**config.mk**
```make
export PLATFORM = sky130hd
export DESIGN_NAME = mcp320x_scan_spi
export DESIGN_NICKNAME = d
export VERILOG_FILES = /design/src/rtl/mcp320x_pkg.sv /design/src/rtl/mcp320x_tick_gen.sv /design/src/rtl/mcp320x_scan_spi.sv
export SDC_FILE = /design/constraint.sdc
export NUM_CORES = 1
export LEC_CHECK = 0
export ABC_CLOCK_PERIOD_IN_PS = 2200
export CORE_MARGIN = 8
export CORE_UTILIZATION = 45
export CTS_CLUSTER_DIAMETER = 40
export DETAILED_ROUTE_END_ITERATION = 8
export PLACE_DENSITY = 0.69
export SLEW_MARGIN = 20
export SYNTH_ARGS = -nofsm -noshare
export SYNTH_HDL_FRONTEND = slang
export SYNTH_SLANG_ARGS = --single-unit
```
**constraint.sdc**
```tcl
create_clock -name clk -period 2.2 [get_ports clk]
set_input_delay 0.33 -clock clk [delete_from_list [all_inputs] [get_ports clk]]
set_output_delay 0.33 -clock clk [all_outputs]
set_load 0.02 [all_outputs]
```
**src/rtl/mcp320x_pkg.sv**
```systemverilog
// -----------------------------------------------------------------------------
// mcp320x_pkg
// Shared types, frame constants and channel-selection helpers for the
// MCP3204/MCP3208 scanning SPI master.
//   state_t     : controller state encoding
//   ch_sel_t    : {done, ch} result of a channel search
//   next_ch()   : next enabled channel above the current one, or done
//   first_ch()  : lowest enabled channel, or done when the mask is empty
//   mosi_bit()  : command bit driven on MOSI during SCK cycle k
// -----------------------------------------------------------------------------
package mcp320x_pkg;

   typedef enum logic [1:0] {
      S_IDLE,
      S_SETUP,
      S_XFER,
      S_GAP
   } state_t;

   // One conversion frame: start, SGL/DIFF, D2..D0, sample, null, B11..B0.
   localparam int FRAME_SCK  = 19;
   localparam int CMD_BITS   = 5;
   localparam int DATA_LSB_K = FRAME_SCK - 1;
   localparam int DATA_MSB_K = DATA_LSB_K - 11;

   typedef struct packed {
      logic       done;
      logic [2:0] ch;
   } ch_sel_t;

   // Lowest set bit of mask at or above lo; done=1 when none exists.
   function automatic ch_sel_t scan_from(input logic [7:0] mask, input int lo);
      ch_sel_t sel;
      sel.done = 1'b1;
      sel.ch   = 3'd0;
      for (int i = 7; i >= 0; i--) begin
         if (i >= lo && mask[3'(i)]) begin
            sel.done = 1'b0;
            sel.ch   = 3'(i);
         end
      end
      return sel;
   endfunction

   function automatic ch_sel_t next_ch(input logic [7:0] mask, input logic [2:0] cur);
      return scan_from(mask, int'(cur) + 1);
   endfunction

   function automatic ch_sel_t first_ch(input logic [7:0] mask);
      return scan_from(mask, 0);
   endfunction

   function automatic logic mosi_bit(input logic [4:0] k, input logic [2:0] c,
                                     input logic sgl);
      if (k >= 5'(CMD_BITS)) return 1'b0;
      case (k[2:0])
         3'd0:    return 1'b1;
         3'd1:    return sgl;
         3'd2:    return c[2];
         3'd3:    return c[1];
         3'd4:    return c[0];
         default: return 1'b0;
      endcase
   endfunction

endpackage

```
**src/rtl/mcp320x_tick_gen.sv**
```systemverilog
// -----------------------------------------------------------------------------
// mcp320x_tick_gen
// Free-running sample-period counter 0..TPER-1; emits a one-clock tick on the
// last count while enabled. Dropping en clears the count.
//   clk, rst_n : clock, asynchronous active-low reset
//   en         : run enable
//   tick       : one-clock strobe at count TPER-1
// -----------------------------------------------------------------------------
module mcp320x_tick_gen #(
   parameter int TPER = 200000
) (
   input  logic clk,
   input  logic rst_n,
   input  logic en,
   output logic tick
);

   localparam int CW = (TPER > 1) ? $clog2(TPER) : 1;
   localparam logic [CW-1:0] LAST = CW'(TPER - 1);

   logic [CW-1:0] cnt;

   always_ff @(posedge clk or negedge rst_n) begin
      if (!rst_n) begin
         cnt <= '0;
      end else if (!en || cnt == LAST) begin
         cnt <= '0;
      end else begin
         cnt <= cnt + CW'(1);
      end
   end

   assign tick = en && (cnt == LAST);

endmodule

```
**src/rtl/mcp320x_scan_spi.sv**
```systemverilog
// -----------------------------------------------------------------------------
// mcp320x_scan_spi
// SPI master for MCP3204/MCP3208 that scans the enabled channels once per
// sample period and streams 12-bit results tagged with their channel.
//   clk, rst_n : clock, asynchronous active-low reset
//   en         : scan enable (level)
//   ch_mask    : channel enables, bits >= NCH ignored, latched per scan
//   miso       : ADC Dout
//   mosi, sck, cs : ADC Din, SPI clock (mode 0,0), active-low chip select
//   data, ch, dv  : result, its channel, one-clock valid strobe
//   busy       : scan in progress
//   overrun    : sticky, a period tick arrived during a scan
// -----------------------------------------------------------------------------
module mcp320x_scan_spi
   import mcp320x_pkg::*;
#(
   parameter int FCLK      = 100_000_000,
   parameter int FSMPL     = 500,
   parameter int SCK_DIV   = 900,
   parameter int NCH       = 4,
   parameter int DIFF      = 0,
   parameter int TCSH_CLKS = 50
) (
   input  logic        clk,
   input  logic        rst_n,
   input  logic        en,
   input  logic [7:0]  ch_mask,
   input  logic        miso,
   output logic        mosi,
   output logic        sck,
   output logic        cs,
   output logic [11:0] data,
   output logic [2:0]  ch,
   output logic        dv,
   output logic        busy,
   output logic        overrun
);

   localparam int TPER  = FCLK / FSMPL;
   localparam int PH_W  = $clog2(SCK_DIV);
   localparam int GAP_W = $clog2(TCSH_CLKS + 1);

   localparam logic [PH_W-1:0]  PH_LAST  = PH_W'(SCK_DIV - 1);
   // SCK rises on the edge that leaves the last low-phase count.
   localparam logic [PH_W-1:0]  PH_RISE  = PH_W'(SCK_DIV / 2 - 1);
   localparam logic [GAP_W-1:0] GAP_LAST = GAP_W'(TCSH_CLKS);
   localparam logic [7:0]       NCH_MASK = 8'((1 << NCH) - 1);
   localparam logic             SGL      = (DIFF == 0);

   state_t          state;
   logic [PH_W-1:0] ph;
   logic [4:0]      k;
   logic [GAP_W-1:0] gap_cnt;
   logic [7:0]      mask_lat;
   logic [2:0]      cur_ch;
   logic [11:0]     sreg;
   logic            tick;
   logic [7:0]      eff_mask;
   ch_sel_t         first_sel;
   ch_sel_t         gap_sel;

   mcp320x_tick_gen #(
      .TPER (TPER)
   ) u_tick (
      .clk   (clk),
      .rst_n (rst_n),
      .en    (en),
      .tick  (tick)
   );

   assign eff_mask = ch_mask & NCH_MASK;

   always_comb begin
      first_sel = first_ch(eff_mask);
      gap_sel   = next_ch(mask_lat, cur_ch);
   end

   // NOTE: every register in this block uses <= so all next-state decisions
   // read the pre-edge values, independent of statement order.
   always_ff @(posedge clk or negedge rst_n) begin
      if (!rst_n) begin
         state    <= S_IDLE;
         cs       <= 1'b1;
         sck      <= 1'b0;
         mosi     <= 1'b0;
         data     <= '0;
         ch       <= '0;
         dv       <= 1'b0;
         busy     <= 1'b0;
         overrun  <= 1'b0;
         ph       <= '0;
         k        <= '0;
         gap_cnt  <= '0;
         mask_lat <= '0;
         cur_ch   <= '0;
         sreg     <= '0;
      end else begin
         dv <= 1'b0;
         if (tick && state != S_IDLE) overrun <= 1'b1;

         unique case (state)
            S_IDLE: begin
               // An empty effective mask leaves the tick unused.
               if (tick && !first_sel.done) begin
                  mask_lat <= eff_mask;
                  cur_ch   <= first_sel.ch;
                  state    <= S_SETUP;
                  busy     <= 1'b1;
                  cs       <= 1'b0;
                  mosi     <= 1'b1;
                  ph       <= '0;
                  k        <= '0;
               end
            end

            S_SETUP: state <= S_XFER;

            S_XFER: begin
               if (ph == PH_LAST) begin
                  ph  <= '0;
                  sck <= 1'b0;
                  if (k == 5'(DATA_LSB_K)) begin
                     state   <= S_GAP;
                     cs      <= 1'b1;
                     mosi    <= 1'b0;
                     dv      <= 1'b1;
                     data    <= sreg;
                     ch      <= cur_ch;
                     gap_cnt <= '0;
                  end else begin
                     // MOSI moves with the falling SCK edge, ahead of the next rise.
                     k    <= k + 5'd1;
                     mosi <= mosi_bit(k + 5'd1, cur_ch, SGL);
                  end
               end else begin
                  ph <= ph + PH_W'(1);
                  if (ph == PH_RISE) begin
                     sck <= 1'b1;
                     if (k >= 5'(DATA_MSB_K)) sreg <= {sreg[10:0], miso};
                  end
               end
            end

            S_GAP: begin
               if (gap_cnt == GAP_LAST) begin
                  if (gap_sel.done) begin
                     state <= S_IDLE;
                     busy  <= 1'b0;
                  end else begin
                     cur_ch <= gap_sel.ch;
                     state  <= S_SETUP;
                     cs     <= 1'b0;
                     mosi   <= 1'b1;
                     ph     <= '0;
                     k      <= '0;
                  end
               end else begin
                  gap_cnt <= gap_cnt + GAP_W'(1);
               end
            end

            default: state <= S_IDLE;
         endcase
      end
   end

endmodule

```
== Word-level counts from Yosys, hierarchy flattened ==
Cells that the tools add are included.
W data, S select, Z words.

* Input bits: 12
* Register bits after elaboration: 81
* Output and inout bits: 21

* Reduce and logical (&&, ||, !) cells: 30
* Magnitude comparators: 6
* Equality and inequality tests: 20
* Muxes and demuxes: 61
* $add $sub $neg: 5
* Bitwise operators: 1

{| class="wikitable"
|+ Operators by type and width
! kind !! count
|-
| $mux W10 || 4
|-
| $mux W4 || 8
|-
| $pmux W10 S3 || 1
|-
| $mux W5 || 5
|-
| $mux W1 || 24
|-
| $reduce_and A4 Y1 || 6
|-
| $add A18 B1 Y18 const B || 1
|-
| $eq A18 B18 Y1 const B || 1
|-
| $mux W18 || 1
|-
| $mux W6 || 3
|-
| $ne A2 B2 Y1 const B || 8
|-
| $pmux W5 S3 || 1
|-
| $pmux W6 S2 || 1
|-
| $reduce_and A6 Y1 || 2
|-
| $add A10 B1 Y10 const B || 1
|-
| $eq A10 B10 Y1 const B || 1
|-
| $eq A10 B9 Y1 const B || 1
|-
| $ge A5 B3 Y1 const B || 2
|-
| $mux W3 || 3
|-
| $ge A1 B4 Y1 const A || 2
|-
| $ge A2 B4 Y1 const A || 2
|-
| $mux W2 || 4
|-
| $pmux W2 S4 || 1
|-
| $reduce_bool A2 Y1 || 4
|-
| 25 further kinds || 36
|}

== Logic depth before layout (Yosys ltp) ==
Gate-level depths: netlist of run 1.

* Word-level depth: 10
* Depth in mapped cells: 8
* Depth with buffers taken out: 7

== By module ==
Synthesis of run 1 repeated with hierarchy kept, for this count alone.

* Cell total of the unflattened synthesis: 403
* Area, all modules: 4284.1 um2

{| class="wikitable"
|+ By module, submodules not included
! module !! cells an instance !! times used !! sequential area each (um2) !! area each (um2)
|-
| mcp320x_scan_spi || 309 || 1 || 1502.7 || 3360.7
|-
| mcp320x_tick_gen || 94 || 1 || 450.4 || 923.4
|}

== Least setup slack after synthesis of run 1 ==
OpenSTA, ideal clock, no wires.

* Path kind: reg2reg
* From: register u_tick.cnt[13]
* To: register cur_ch[1]
* Clock period less this slack: 2.245 ns
* Cell stages (with the launch flop): 6
* Slack: -0.045 ns
* Data arrival time: 2.124 ns
* Cells stage by stage: dfrtp_1 > or4b_4 > nor4_4 > a21boi_2 > or4_4 > a22o_1

* Cells in the longest elaborated chain, start to end: 5

{| class="wikitable"
|+ Ends and longest elaborated chain
! element !! RTL line !! RTL
|-
| start: declaration || mcp320x_tick_gen.sv:21 || <nowiki>logic [CW-1:0] cnt;</nowiki>
|-
| start signal: assignment || mcp320x_tick_gen.sv:29 || <nowiki>cnt <= cnt + CW'(1);</nowiki>
|-
| $eq A18 B18 Y1 || mcp320x_tick_gen.sv:33 || <nowiki>assign tick = en && (cnt == LAST);</nowiki>
|-
| $logic_and A1 B1 Y1 || mcp320x_tick_gen.sv:33 ||
|-
| $logic_and A1 B1 Y1 || mcp320x_scan_spi.sv:104 || <nowiki>if (tick && !first_sel.done) begin</nowiki>
|-
| $ne A2 B2 Y1 (no source line) || - ||
|-
| $reduce_and A4 Y1 (no source line) || - ||
|-
| end signal: assignment || mcp320x_scan_spi.sv:106 || <nowiki>cur_ch <= first_sel.ch;</nowiki>
|-
| end signal: assignment || mcp320x_scan_spi.sv:150 || <nowiki>cur_ch <= gap_sel.ch;</nowiki>
|-
| end: declaration || mcp320x_scan_spi.sv:55 || <nowiki>logic [2:0] cur_ch;</nowiki>
|}

No other way between the ends.
A chain may end at the register's enable or synchronous reset.

== Worst setup path after layout of run 1 ==
* From: register u_tick.cnt[9]
* To: register u_tick.cnt[12]

* Cells in the longest elaborated chain, start to end: 3
* Elaborated cells on any way between the ends: 4

{| class="wikitable"
|+ Ends and longest elaborated chain
! element !! RTL line !! RTL
|-
| parallel branches: the longest is 2 deep, another holds $add A18 B1 Y18 || - ||
|-
| $mux W18 * || mcp320x_tick_gen.sv:26 || <nowiki>end else if (!en || cnt == LAST) begin</nowiki>
|}

Mark *: on every way between the ends.

==> impl_metrics.yaml, run 1 <==
outcome:
  run_status: "finished with violations"
  violations: "setup timing"
critical_path:
  crit_path_max_incr_delay_ns: 0.60
  worst_setup_path_end_kind: "flop"
  required_ns: 2.44
  cell_family_contributing_the_most_delay_on_the_critical_path: "simple AND/OR/NAND/NOR gates"
  launch_point_of_the_critical_path: "u_tick.cnt[9]$_DFF_PN0_"
  launch_point_of_the_worst_reg_to_reg_path: "u_tick.cnt[9]$_DFF_PN0_"
  worst_path_max_delay_cell: "sky130_fd_sc_hd__or4b_4"
  worstPathCellList: "or4b_4, nor4_4, or4b_4, nand2_8, nor2_1"
  critical_path_arrival_ns: 2.47
  path_max_fanout: 8
  worst-path-buf-inv: 0
  criticalPathCategory: "reg2reg"
  crit_top_cell: "sky130_fd_sc_hd__or4b_4"
  start_kind: "flop"
synth:
  netlist.top_cell.by_area: "sky130_fd_sc_hd__dfrtp_1"
  synth.ff_latch_count: 78
  synth_fp_nets: 411
  synthDistinctLibCells: 59
  synth_area_per_cell_um2: 10.6
  yosys_warnings: 0
  synth_async_reset_ratio_pct: 100
  yosys.area.top_type_share_pct: 47.2
  synthCells: 386
  synthFlopType: "sky130_fd_sc_hd__dfrtp_1"
  synth.area.top_cells: "sky130_fd_sc_hd__dfrtp_1 47%, sky130_fd_sc_hd__mux2_2 8.3%, sky130_fd_sc_hd__ha_1 4.0%"
  count_of_flip_flops_with_a_built_in_enable_after_synthesis: 0
  ys_seq_area_share_pct: 47.9
  mappedNetlistArea_um2: 4080
cells_and_area:
  drive_above_1_share_pct: 26.4
  post-route-util_pct: 58.5
  top_library_cells_by_usage_in_the_layout_fill_and_taps_aside: "77 x sky130_fd_sc_hd__dfrtp_1, 37 x sky130_fd_sc_hd__buf_4, 32 x sky130_fd_sc_hd__nor2_1, 29 x sky130_fd_sc_hd__mux2_2, 26 x sky130_fd_sc_hd__clkdlybuf4s50_1"
  diodes: 0
  finalNetCount: 478
  flow.area_growth_from_synthesis_pct: 25.6
  fin_cells: 566
  final_common_cell: "sky130_fd_sc_hd__dfrtp_1"
  final_design_area_no_fill_um2: 5120
clock_tree:
  clkLatencyLatePin_ns: 0.36
  clock_tree.root_cell: "sky130_fd_sc_hd__clkbuf_8"
  clkSlewWorstSetupHoldPaths_ns: 0.09
  cts.sink_count: 78
  h-tree-depth: 3
  cts-root-to-sink-buffers: 2
  tritoncts: "done"
  numCtsBuffers: 9
global_routing:
  maximum_number_of_pins_on_one_net_before_global_route_repair: 47
  aggregate_global_routing_overflow: 0
  antenna_found_initial: 0
  global_route.usage.total_pct: 15.0
  global_route_wire_length_before_repair_um: 15800
  number_of_global_route_vias_before_repair: 3253
sta:
  worst_slew_margin_rel_pct: 59.3
  skew_ns: 0.0136
  finalHoldViolations: 0
  period_minus_slack_ns: 2.22
  layout_setup_ws_ns: -0.0248
  finalSetupViolCount: 19
  max_slew_vio_count: 0
  period_share_pct: 101
  rsz0062_at_grt: "yes"
  worstMarginPinSlew_ns: 0.610
  maxClockFrequency_mhz: 449
power_and_ir_drop:
  power_uw: 2550
  cell_internal_pwr_uw: 1900
  share_clk_of_total_power_pct: 40.5
  power_switching_uw: 648
  seq_power_share_pct: 56.7
  power.static_leakage_uw: 0.00230
  switching_share_pct: 25.5
  worst_ir_drop_vdd_mv: 0.243
  power_per_cell_area_nw_per_um2: 497
  power.combinational.fraction_pct: 2.9
drt:
  detailroute.via_count: 3219
  drt-wirelength-per-cell_um: 15.9
  post-route-drc-count: 0
  drt-vias-per-instance: 5.69
  initialDrtViolationCount: 165
  pre_antenna_drt_iters: 4
  aggregate_routed_wire_length_um: 8970
  remaining_antenna_violation_count_after_routing: 0
placed_design:
  place.detailed.instances: 545
  finalWeightedCongestion: 0.828
  hpwlAfterDp_um: 6060
  placement.cell_area_um2: 4720
  pre_cts_ws_ns: -0.176
  numPortBuffers: 27
floorplan:
  design.core.area_um2: 8760
  io-pin-count: 33
  initial_core_util_pct: 46.6
  dieWidth_um: 111
  placementRows: 34
  design.die.area_um2: 12400
  die_height_um: 111
flow_run:
  drv.max_cap_violation_count: 0
min_path:
  hp-class: "in2async"
-- layout make-up --
class                   count  area (µm²)
clock buffers               9         124
clock inverters             7        61.3
fillers                   744        3640
inverters                  15        56.3
multi-input cells         280        2180
flip-flops and latches     78        1950
well taps                 108         135
repair buffers             69         613
-- worst reg2reg max path: cells and delay by family, from the launching register on --
| family | cells | cell delay (ns) |
|---|---|---|
| and+or+nand+nor | 5 | 1.73 |
| DFF | 1 | 0.40 |
-- per-stage QoR --
stage	TNS [ns]	hold slack (ns)
final	-0.254	0.461
after global routing	-1.77	0.476
after CTS	-0.194	0.464
after detailed placement	-1.63	0.301
after global placement	-0.688	0.304
after floorplan	-0.0766	0.0344
-- logic make-up after synthesis --
logic type / after synthesis / synth area share, %
AO/OA/AOI/OAI: 72 / 13.0
XOR/XNOR: 19 / 4.08
adder cells (fa/ha/maj): 13 / 3.99
buffers and inverters: 29 / 3.10
flip-flops: 78 / 47.9
multiplexers: 35 / 9.51
other: 1 / 0.0919
AND/OR/NAND/NOR: 139 / 18.4
-- worst paths after layout --
check,end,slack [ns],depth (start not counted)
max,u_tick.cnt[12]$_DFF_PN0_,-0.02,5
min in group clk,u_tick.cnt[0]$_DFF_PN0_,0.47,1
min,data[7]$_DFFE_PN0P_,0.46,2
min reg2reg,u_tick.cnt[0]$_DFF_PN0_,0.47,1
max in group asynchronous,gap_cnt[5]$_DFFE_PN0P_,1.14,3
max reg2reg,u_tick.cnt[12]$_DFF_PN0_,-0.02,5
-- flip-flops by register name (all words and copies together), names as in the netlist, 2 cells and up --
register,count
mask_lat,3
ch,2
state,2
k,5
cur_ch,2
u_tick.cnt,18
gap_cnt,6
data,12
ph,10
sreg,12
-- repair_timing --
item,CTS,global route
hold endpoints to repair,31,0
pin swaps,5,4
endpoints found under the setup margin,30,42
hold buffers,1,0
gates cloned,1,0
setup buffers,0,3
gates resized for setup,12,20
-- routing by layer --
layer | wire (µm) | vias to the layer above | share of wire (%) | GRT usage [%]
met5 | 0 | - | 0 | 0
met4 | 99 | 0 | 1.1 | 5.42
met3 | 312 | 8 | 3.5 | 3.41
met2 | 4400 | 53 | 49 | 24.6
met1 | 4160 | 1605 | 46 | 18.8
li1 | - | 1553 | - | -
-- Yosys cell counts (5+ instances only) --
master / instances
sky130_fd_sc_hd__nor3_1: 9
sky130_fd_sc_hd__clkbuf_1: 8
sky130_fd_sc_hd__nand2_1: 25
sky130_fd_sc_hd__nand2b_1: 6
sky130_fd_sc_hd__o41ai_1: 5
sky130_fd_sc_hd__dfrtp_1: 77
sky130_fd_sc_hd__o21ai_0: 15
sky130_fd_sc_hd__o211ai_1: 5
sky130_fd_sc_hd__and4_1: 5
sky130_fd_sc_hd__nor2_1: 37
sky130_fd_sc_hd__mux2i_1: 5
sky130_fd_sc_hd__nand3_1: 18
sky130_fd_sc_hd__ha_1: 13
sky130_fd_sc_hd__xor2_1: 10
sky130_fd_sc_hd__nand4_1: 7
sky130_fd_sc_hd__inv_1: 15
sky130_fd_sc_hd__xnor2_1: 9
sky130_fd_sc_hd__a21oi_1: 7
sky130_fd_sc_hd__o31ai_1: 13
sky130_fd_sc_hd__mux2_2: 30
sky130_fd_sc_hd__and3_1: 9
-- power groups by stage --
stage	clock network [µW]	registers, µW	logic, µW
floorplan	0	1470	16.8
finish	1030	1440	72.8
CTS	1060	1440	70.9
global placement	0	1470	64.2
detailed placement	0	1470	64.9
global route	1130	1440	83.5
(Power assumes the default switching activity.)
==> inputs of run 2 (changes only) <==
CTS_CLUSTER_DIAMETER = default   (was 40)
==> results of run 2 <==
Final layout, timing and power as in run 1 (identical DEF).
